[src/rtl/delta_calc.sv]
// Backprop error stage: output-layer and hidden-layer deltas feeding weight_bias_calc.
// One shared saturating Q-format multiplier is time-multiplexed by a two-process FSM.
module delta_calc #(
  parameter int unsigned N_HL_P = 3,
  parameter int unsigned N_OUT  = 2,
  parameter int unsigned WIDTH  = 32,
  parameter int unsigned FRAC   = 24
) (
  input  logic                            clk,
  input  logic                            rst,
  input  logic                            i_start,
  input  logic [N_OUT*WIDTH-1:0]          i_t,
  input  logic [N_OUT*WIDTH-1:0]          i_out_a,
  input  logic [N_HL_P*WIDTH-1:0]         i_hd_a,
  input  logic [N_HL_P*N_OUT*WIDTH-1:0]   i_wght_o,
  output logic [N_OUT*WIDTH-1:0]          o_dlto,
  output logic [N_HL_P*WIDTH-1:0]         o_dlth,
  output logic                            o_busy,
  output logic                            o_valid
);

  localparam int unsigned JW = (N_OUT > 1) ? $clog2(N_OUT) : 1;
  localparam int unsigned IW = (N_HL_P > 1) ? $clog2(N_HL_P) : 1;
  localparam int unsigned OW = N_OUT * WIDTH;
  localparam int unsigned HW = N_HL_P * WIDTH;
  localparam int unsigned WW = N_HL_P * N_OUT * WIDTH;
  localparam logic [WIDTH-1:0] ONE  = WIDTH'(1) << FRAC;
  localparam logic [WIDTH-1:0] MAXV = {1'b0, {(WIDTH-1){1'b1}}};
  localparam logic [WIDTH-1:0] MINV = {1'b1, {(WIDTH-1){1'b0}}};

  typedef enum logic [2:0] {S_IDLE, S_OD, S_OE, S_HM, S_HD, S_HE} state_t;

  function automatic logic [WIDTH-1:0] sat_add(input logic [WIDTH-1:0] x,
                                               input logic [WIDTH-1:0] y,
                                               input logic             sub);
    logic [WIDTH:0] s;
    s = sub ? ({x[WIDTH-1], x} - {y[WIDTH-1], y}) : ({x[WIDTH-1], x} + {y[WIDTH-1], y});
    if (s[WIDTH] != s[WIDTH-1]) return s[WIDTH] ? MINV : MAXV;
    return s[WIDTH-1:0];
  endfunction

  // Full-width product, arithmetic shift by FRAC, clamp if upper bits are not a sign extension.
  function automatic logic [WIDTH-1:0] sat_mul(input logic [WIDTH-1:0] x,
                                               input logic [WIDTH-1:0] y);
    logic signed [2*WIDTH-1:0] p;
    p = $signed({{WIDTH{x[WIDTH-1]}}, x}) * $signed({{WIDTH{y[WIDTH-1]}}, y});
    p = p >>> FRAC;
    if ((&p[2*WIDTH-1:WIDTH-1]) || !(|p[2*WIDTH-1:WIDTH-1])) return p[WIDTH-1:0];
    return p[2*WIDTH-1] ? MINV : MAXV;
  endfunction

  state_t           state_q, state_d;
  logic [JW-1:0]    j_q, j_d;
  logic [IW-1:0]    i_q, i_d;
  logic [OW-1:0]    t_q, t_d, a_q, a_d;
  logic [HW-1:0]    h_q, h_d;
  logic [WW-1:0]    w_q, w_d;
  logic [WIDTH-1:0] d_q, d_d, acc_q, acc_d;
  logic [OW-1:0]    dlto_w_q, dlto_w_d, dlto_q, dlto_d;
  logic [HW-1:0]    dlth_w_q, dlth_w_d, dlth_q, dlth_d;
  logic             busy_q, busy_d, valid_q, valid_d;

  logic [WIDTH-1:0] a_j, t_j, h_i, w_ji, mul_x, mul_y, mul_p;

  // Shared multiplier operand select
  always_comb begin
    a_j   = a_q[j_q*WIDTH +: WIDTH];
    t_j   = t_q[j_q*WIDTH +: WIDTH];
    h_i   = h_q[i_q*WIDTH +: WIDTH];
    w_ji  = w_q[(j_q*N_HL_P + i_q)*WIDTH +: WIDTH];
    mul_x = '0;
    mul_y = '0;
    case (state_q)
      S_OD: begin mul_x = a_j;                   mul_y = sat_add(ONE, a_j, 1'b1); end
      S_OE: begin mul_x = sat_add(a_j, t_j, 1'b1); mul_y = d_q; end
      S_HM: begin mul_x = w_ji;                  mul_y = dlto_w_q[j_q*WIDTH +: WIDTH]; end
      S_HD: begin mul_x = h_i;                   mul_y = sat_add(ONE, h_i, 1'b1); end
      S_HE: begin mul_x = acc_q;                 mul_y = d_q; end
      default: ;
    endcase
    mul_p = sat_mul(mul_x, mul_y);
  end

  always_comb begin
    state_d  = state_q;
    j_d      = j_q;
    i_d      = i_q;
    t_d      = t_q;
    a_d      = a_q;
    h_d      = h_q;
    w_d      = w_q;
    d_d      = d_q;
    acc_d    = acc_q;
    dlto_w_d = dlto_w_q;
    dlth_w_d = dlth_w_q;
    dlto_d   = dlto_q;
    dlth_d   = dlth_q;
    valid_d  = 1'b0;
    case (state_q)
      S_IDLE: begin
        if (i_start) begin
          t_d     = i_t;
          a_d     = i_out_a;
          h_d     = i_hd_a;
          w_d     = i_wght_o;
          j_d     = '0;
          i_d     = '0;
          acc_d   = '0;
          state_d = S_OD;
        end
      end
      S_OD: begin
        d_d     = mul_p;
        state_d = S_OE;
      end
      S_OE: begin
        dlto_w_d[j_q*WIDTH +: WIDTH] = mul_p;
        if (j_q == JW'(N_OUT - 1)) begin
          j_d     = '0;
          acc_d   = '0;
          state_d = S_HM;
        end else begin
          j_d     = j_q + JW'(1);
          state_d = S_OD;
        end
      end
      S_HM: begin
        acc_d = sat_add(acc_q, mul_p, 1'b0);
        if (j_q == JW'(N_OUT - 1)) begin
          j_d     = '0;
          state_d = S_HD;
        end else begin
          j_d = j_q + JW'(1);
        end
      end
      S_HD: begin
        d_d     = mul_p;
        state_d = S_HE;
      end
      S_HE: begin
        dlth_w_d[i_q*WIDTH +: WIDTH] = mul_p;
        if (i_q == IW'(N_HL_P - 1)) begin
          dlto_d  = dlto_w_q;
          dlth_d  = dlth_w_d;
          valid_d = 1'b1;
          state_d = S_IDLE;
        end else begin
          i_d     = i_q + IW'(1);
          acc_d   = '0;
          state_d = S_HM;
        end
      end
      default: state_d = S_IDLE;
    endcase
    busy_d = (state_d != S_IDLE);
  end

  always_ff @(posedge clk or negedge rst) begin
    if (!rst) begin
      state_q  <= S_IDLE;
      j_q      <= '0;
      i_q      <= '0;
      t_q      <= '0;
      a_q      <= '0;
      h_q      <= '0;
      w_q      <= '0;
      d_q      <= '0;
      acc_q    <= '0;
      dlto_w_q <= '0;
      dlth_w_q <= '0;
      dlto_q   <= '0;
      dlth_q   <= '0;
      busy_q   <= 1'b0;
      valid_q  <= 1'b0;
    end else begin
      state_q  <= state_d;
      j_q      <= j_d;
      i_q      <= i_d;
      t_q      <= t_d;
      a_q      <= a_d;
      h_q      <= h_d;
      w_q      <= w_d;
      d_q      <= d_d;
      acc_q    <= acc_d;
      dlto_w_q <= dlto_w_d;
      dlth_w_q <= dlth_w_d;
      dlto_q   <= dlto_d;
      dlth_q   <= dlth_d;
      busy_q   <= busy_d;
      valid_q  <= valid_d;
    end
  end

  assign o_dlto  = dlto_q;
  assign o_dlth  = dlth_q;
  assign o_busy  = busy_q;
  assign o_valid = valid_q;

endmodule

[config.mk]
export PLATFORM = sky130hd
export DESIGN_NAME = delta_calc
export DESIGN_NICKNAME = d
export VERILOG_FILES = /design/src/rtl/delta_calc.sv
export SDC_FILE = /design/constraint.sdc
export NUM_CORES = 2
export LEC_CHECK = 0
export ABC_CLOCK_PERIOD_IN_PS = 18100
export CAP_MARGIN = 20
export CORE_MARGIN = 2
export CORE_UTILIZATION = 45
export CTS_CLUSTER_SIZE = 12
export DETAILED_ROUTE_END_ITERATION = 6
export DONT_BUFFER_PORTS = 1
export GPL_TIMING_DRIVEN = 1
export PLACE_DENSITY = 0.72
export SLEW_MARGIN = 20
export SYNTH_ARGS = -nofsm -noshare
export SYNTH_HDL_FRONTEND = slang
export SYNTH_SLANG_ARGS = --single-unit
export TNS_END_PERCENT = 50
[constraint.sdc]
create_clock -name clk -period 18.1 [get_ports clk]
set_clock_uncertainty 0.2 [all_clocks]
set_input_delay 1.81 -clock clk [delete_from_list [all_inputs] [get_ports clk]]
set_output_delay 1.81 -clock clk [all_outputs]
set_load 0.01 [all_outputs]
### Yosys cells after proc, flatten, opt, wreduce, memory -nomap -nowiden

Cells that the tools add are included.

| operators by class | value |
|---|---|
| shift-type cells | 9 |
| equality and inequality tests | 13 |
| mux-type cells | 45 |
| reduce and logical (&&, ||, !) cells | 17 |
| $add $sub $neg | 9 |
| multipliers | 2 |

Operators by type and width:

| operator | number |
|---|---|
| two-way mux 32 bit | 18 |
| one-hot mux 32 bit (4 select lines) | 2 |
| variable part select 192 x 10 -> 32 bit | 1 |
| variable part select 64 x 7 -> 32 bit | 3 |
| one-hot mux 32 bit (5 select lines) | 1 |
| bitwise mux 96 bit | 1 |
| variable shift 32 x 34 -> 96 bit (first input constant) | 1 |
| variable part select 32 x 34 -> 96 bit | 1 |
| variable part select 96 x 8 -> 32 bit | 1 |
| subtractor 26 x 32 -> 33 bit (first input constant) | 2 |
| bitwise mux 64 bit | 1 |
| multiplier 32 x 32 -> 64 bit | 1 |
| variable shift 32 x 34 -> 64 bit (first input constant) | 1 |
| variable part select 32 x 34 -> 64 bit | 1 |
| negator 6 -> 34 bit | 1 |
| negator 7 -> 34 bit | 1 |
| adder 32 x 32 -> 33 bit | 1 |
| subtractor 32 x 32 -> 33 bit | 1 |
| one-hot mux 3 bit (6 select lines) | 1 |
| two-way mux 1 bit | 13 |
| AND reduction 9 bit | 1 |
| OR reduction 9 bit | 1 |
| two-way mux 2 bit | 4 |
| == test 3 x 2 -> 1 bit (second input constant) | 2 |
| other kinds (22) | 34 |

| word-level totals | value |
|---|---|
| output and inout bits | 162 |
| input bits | 419 |
| register bits after elaboration | 808 |

### Depth between registers and ports, before layout

| logic depth | value |
|---|---|
| depth after elaboration | 19 |
| gate-level depth with buffers | 82 |

### Least setup slack after synthesis

Ideal clock, no wire load.

| path | value |
|---|---|
| path type | reg2reg |
| start point | register j_q |
| end point | register acc_q[1] |
| setup slack | -1.896 ns |
| stages on the path, launching flop included | 76 |
| required time | 17.774 ns |
| period minus slack after synthesis | 19.996 ns |
| arrival time | 19.670 ns |
| path buffers | 15 |
| cells stage by stage | dfrtp_1 -> buf_4 -> buf_2 -> buf_2 -> buf_1 -> clkbuf_1 -> buf_1 -> clkbuf_1 -> buf_1 -> mux2i_1 -> ha_1 -> nor2b_1 -> o21ai_0 -> a21boi_0 -> o21ai_0 -> a21boi_0 -> o2111ai_1 -> and4_1 -> [40 not listed] -> clkbuf_1 -> o21ai_0 -> ha_1 -> a21o_1 -> a21o_1 -> a2111oi_0 -> nor3_1 -> a211oi_1 -> o31ai_1 -> a221o_1 -> o221a_2 -> a21oi_1 -> o21ai_0 -> a221oi_1 -> xor2_1 -> a21oi_1 -> clkbuf_1 -> a221o_1 |

| on the way | value |
|---|---|
| longest elaborated chain between the ends | 19 |
| elaborated cells between the ends (all ways) | 41 |

RTL lines:

| item | line | RTL |
|---|---|---|
| from (decl) | 53 | `logic [JW-1:0] j_q, j_d;` |
| from (signal assigned) | 177 | `j_q <= j_d;` |
| variable part select 64 x 7 -> 32 bit, on equally long branches | 67, 68 |  |
| subtractor 32 x 32 -> 33 bit or subtractor 26 x 32 -> 33 bit (tied branches) | 37 | `s = sub ? ({x[WIDTH-1], x} - {y[WIDTH-1], y}) : ({x[WIDTH-1], x} + {y[WIDTH-1], y});` |
| != test 1 bit | 38 | `if (s[WIDTH] != s[WIDTH-1]) return s[WIDTH] ? MINV : MAXV;` |
| two-way mux 1 bit | 38 |  |
| two-way mux 1 bit | 73 | `case (state_q)` |
| two-way mux 32 bit | 39 | `return s[WIDTH-1:0];` |
| one-hot mux 32 bit (5 select lines) or one-hot mux 32 bit (4 select lines) (tied branches) | 73 |  |
| multiplier 32 x 32 -> 64 bit * | 46 | `p = $signed({{WIDTH{x[WIDTH-1]}}, x}) * $signed({{WIDTH{y[WIDTH-1]}}, y});` |
| [4 not listed] | n/a |  |
| two-way mux 32 bit * | 49 | `return p[2*WIDTH-1] ? MINV : MAXV;` |
| via mul_p[1] | 63 | `logic [WIDTH-1:0] a_j, t_j, h_i, w_ji, mul_x, mul_y, mul_p;` |
| adder 32 x 32 -> 33 bit * | 37 |  |
| != test 1 bit | 38 |  |
| two-way mux 1 bit | 38 |  |
| two-way mux 1 bit | 99 | `case (state_q)` |
| two-way mux 32 bit * | 39 |  |
| one-hot mux 32 bit (4 select lines) * | 99 |  |
| to (signal assigned) | 168 | `acc_q <= '0;` |
| to (signal assigned) | 184 | `acc_q <= acc_d;` |
| to (decl) | 58 | `logic [WIDTH-1:0] d_q, d_d, acc_q, acc_d;` |

Mark *: on every way through the listed nets, which the timed path passes. The rest lies on a longest branch. The select of a mux whose other input is x is not followed.
A chain may end at the register's enable or synchronous reset.

### Final worst setup path

| path | value |
|---|---|
| start point | register j_q |
| end point | register acc_q[5] |

Same word-level chain as after synthesis.

==> impl_metrics.csv <==
group,metric,value,unit
setup_path,critPathCaptureType,"flip-flop",
grt,grt_max_degree,809,
die,rows,152,
finish,fillers,15674,
setup_path,cpPeakStageDelay,0.63,ns
setup_path,worstRegToRegCells,67,
yosys,async_reset_ff_frac,1.00,
setup_path,path_class,"flip-flop to flip-flop",
finish,final_cells,10579,
detailed_routing,ant_nets,0,
detailed_routing,via_per_inst,6.01,
sta,worstMarginPinSlew,1.41,ns
clocking,cts_buffers,82,
finish,multiInputGateArea,51900,um^2
clocking,cts.sinks,808,
yosys,syn_avg_cell_area,9.70,um^2
sta,drv_slew,0,
placement,dp_cells,10363,
sta,finalCritPeriodShare,0.975,
worst_hold_path,min-delay-start,"dlth_w_q[31]",
yosys,synth_cells,8006,
yosys,syn_nets,9766,
detailed_routing,wl_met2,143,mm
setup_path,critPathBufInv,10,
detailed_routing,drc_errors,9,
worst_hold_path,min_to,"dlth_w_q[31]",
finish,nets,9934,
sta,fin_crit,17.65,ns
yosys,synth_edf_count,0,
setup_path,crit_fanout,12,
sta,finalHoldViolCount,0,
placement,dpl.hpwl,244,mm
die,ios,581,
clocking,clk_latency,0.74,ns
clocking,cts_max_path_buffers,3,
setup_path,path_common_cell,"fa_1",
finish,regArea,20200,um^2
sta,fmax,0.0567,GHz
sta,hold_slack,0.272,ns
finish,syn_to_final_growth,12.1,%
clocking,cts-root-buf,"clkbuf_16",
yosys,synthFlopType,"dfrtp_1",
yosys,synthDistinctLibCells,96,
detailed_routing,vias,63592,
die,die_h,419,um
placement,dpl_cell_area,83500,um^2
finish,final_cell_area,87000,um^2
setup_path,crit_family,"compound AO/OA/AOI/OAI gates",
detailed_routing,wl_per_cell,29.5,um
detailed_routing,drt_pass1_iterations,7,
yosys,syn-cell-area,77700,um^2
clocking,cts_max_level,3,
setup_path,r2r_start,"j_q",
grt,grt.total_usage,0.352,
setup_path,ff2ff_setup_slack,0.45,ns
sta,finalSetupViolCount,0,
detailed_routing,wl_met3,31.8,mm
worst_hold_path,worst_hold_path.num_cells,2,
die,start_util,0.453,
setup_path,crit_arrival,18.01,ns
placement,routabilityCongestion,1.00,
clocking,cts_tree,"yes",
detailed_routing,met1Wirelength,113,mm
yosys,ys_seq_area_frac,0.260,
grt,grt_pass1_vias,65120,
grt,overflow,0,
setup_path,r2r-end,"acc_q[5]",
grt,antenna_found_initial,73,
clocking,path_clk_slew,0.06,ns
run,max_cap_violations,0,
setup_path,slowest_stage,"fa_1",
placement,port_buffers,0,
detailed_routing,routed.top_layer,"met5",
run_status,status,"finished with violations",
detailed_routing,drt-initial-drc-count,6885,
grt,grt_pass1_wl,445,mm
yosys,ys_warn_count,0,
setup_path,start_kind,"flip-flop",
finish,drive_gt1_frac,0.165,
sta,slew_headroom,0.0531,
setup_path,worstPathRequired,18.46,ns
detailed_routing,routed_wl,312,mm
die,core_area,172000,um^2
die,die_area,176000,um^2
worst_hold_path,hold_path_class,"flip-flop to flip-flop",
run_status,violations,"DRC",
yosys,ys_ff_latch,808,
die,die_w,419,um
-- synth_stat cells, drive strengths merged (105+ instances only) --
cell / n / share of area
nand2: 1068 / 0.052
o21ai: 324 / 0.021
mux2i: 138 / 0.018
ha: 256 / 0.041
dfrtp: 808 / 0.26
clkbuf: 408 / 0.020
o211ai: 107 / 0.010
inv: 1139 / 0.055
nand3: 113 / 0.0073
mux2: 455 / 0.066
nor2: 629 / 0.030
a21oi: 265 / 0.017
xnor2: 105 / 0.012
fa: 1085 / 0.28
-- metrics by stage --
step                      worst slack [ns]  utilization  setup TNS [ns]
after floorplan                     0.0118            -               0
after global placement               0.263        0.487               0
after global routing                -0.131        0.507           -2.60
after CTS                           0.0515        0.502               0
after detailed placement           -0.0176        0.487         -0.0644
final                                0.454        0.507               0
-- registers in the layout (all words and copies together), names as in the netlist --
| register | count |
|---|---|
| o_valid | 1 |
| o_busy | 1 |
| i_q | 2 |
| o_dlth | 96 |
| dlto_w_q | 64 |
| d_q | 32 |
| dlth_w_q | 96 |
| acc_q | 32 |
| o_dlto | 64 |
| t_q | 64 |
| j_q | 1 |
| w_q | 192 |
| state_q | 3 |
| a_q | 64 |
| h_q | 96 |
-- metal layers --
metal / GRT usage / vias up
met1: 0.438 / 32497
met2: 0.548 / 3729
met3: 0.0857 / 962
met4: 0.233 / 26
li1: - / 26378
met5: 0 / -
-- timing repair --
item / 4_1_cts / 5_1_grt
setup buffers: 0 / 26
resized for setup: 5 / 115
endpoints found under the hold margin: 0 / 0
pin swaps: 0 / 26
endpoints found under the setup margin: 31 / 32
hold buffers: 0 / 0
cloned: 0 / 6
-- layout make-up --
| cell class | instances | share of cell area |
|---|---|---|
| Multi-Input combinational cell | 5557 | 0.596 |
| Sequential cell | 808 | 0.232 |
| Timing Repair Buffer | 581 | 0.0578 |
| Inverter | 1144 | 0.0495 |
| Tap cell | 2310 | 0.0332 |
| Clock buffer | 111 | 0.0255 |
| Clock inverter | 15 | 0.00358 |
| Antenna cell | 53 | 0.00152 |
-- worst max-delay path by stage --
stage | startpoint | endpoint | slack, ns | depth (start not counted)
2_1_floorplan | j_q | acc_q[1] | 0.01 | 76
3_3_place_gp | j_q | acc_q[1] | 0.26 | 64
4_1_cts | j_q | acc_q[5] | 0.05 | 66
6_report | j_q | acc_q[5] | 0.45 | 67
5_1_grt | j_q | acc_q[1] | -0.13 | 69
3_5_place_dp | j_q | acc_q[30] | -0.02 | 67
-- layout by cell type (no fill, tap or decap), types with 22 or more instances in the layout --
| cell | netlist | final |
|---|---|---|
| buf_4 | 5 | 513 |
| dfrtp_1 | 808 | 802 |
| xnor2_1 | 105 | 104 |
| o22a_1 | 26 | 26 |
| nand2_1 | 1065 | 1061 |
| o21ai_1 | 15 | 25 |
| mux2_2 | 455 | 454 |
| nand4_1 | 22 | 22 |
| o211ai_1 | 107 | 107 |
| xor2_1 | 50 | 47 |
| a21oi_1 | 264 | 253 |
| o22ai_1 | 30 | 29 |
| nand3_1 | 112 | 111 |
| fa_1 | 1085 | 1078 |
| o21bai_1 | 25 | 24 |
| a221o_1 | 45 | 40 |
| diode_2 | 0 | 53 |
| inv_1 | 1139 | 1135 |
| and3_1 | 58 | 57 |
| buf_12 | 0 | 34 |
| nor2_1 | 629 | 618 |
| a21o_1 | 84 | 83 |
| ha_1 | 256 | 252 |
| o2bb2ai_1 | 26 | 26 |
| a2bb2oi_1 | 26 | 25 |
| nand2b_1 | 26 | 26 |
| mux2i_1 | 138 | 134 |
| mux4_2 | 32 | 32 |
| nor3_1 | 98 | 91 |
| a32oi_1 | 55 | 55 |
| o31ai_1 | 24 | 24 |
| clkbuf_16 | 0 | 85 |
| o21ai_0 | 308 | 292 |
| and2_1 | 45 | 43 |
| clkbuf_1 | 406 | 23 |
-- logic make-up after synthesis --
| group | count (synthesis) | share of synthesized area |
|---|---|---|
| fa+ha+maj | 1342 | 0.321 |
| simple gates | 2179 | 0.119 |
| compound gates | 1254 | 0.108 |
| flops | 808 | 0.260 |
| buf+inv | 1642 | 0.0805 |
| mux | 625 | 0.0930 |
| xor+xnor | 156 | 0.0177 |
-- worst register-to-register path, delay by kind of cell, from the launching register on --
kind | cells | cell delay (ns)
AOI/OAI and AO/OA | 32 | 7.06
xor gates and xnor gates | 2 | 0.53
adders and majority gates | 12 | 5.31
buffers and inverters | 10 | 1.40
DFF | 1 | 0.53
muxes | 1 | 0.19
and+or+nand+nor | 10 | 2.28
Power is left out: the tool's default activity adds up to more than one toggle a clock period on the data nets, which glitch-free logic cannot reach.
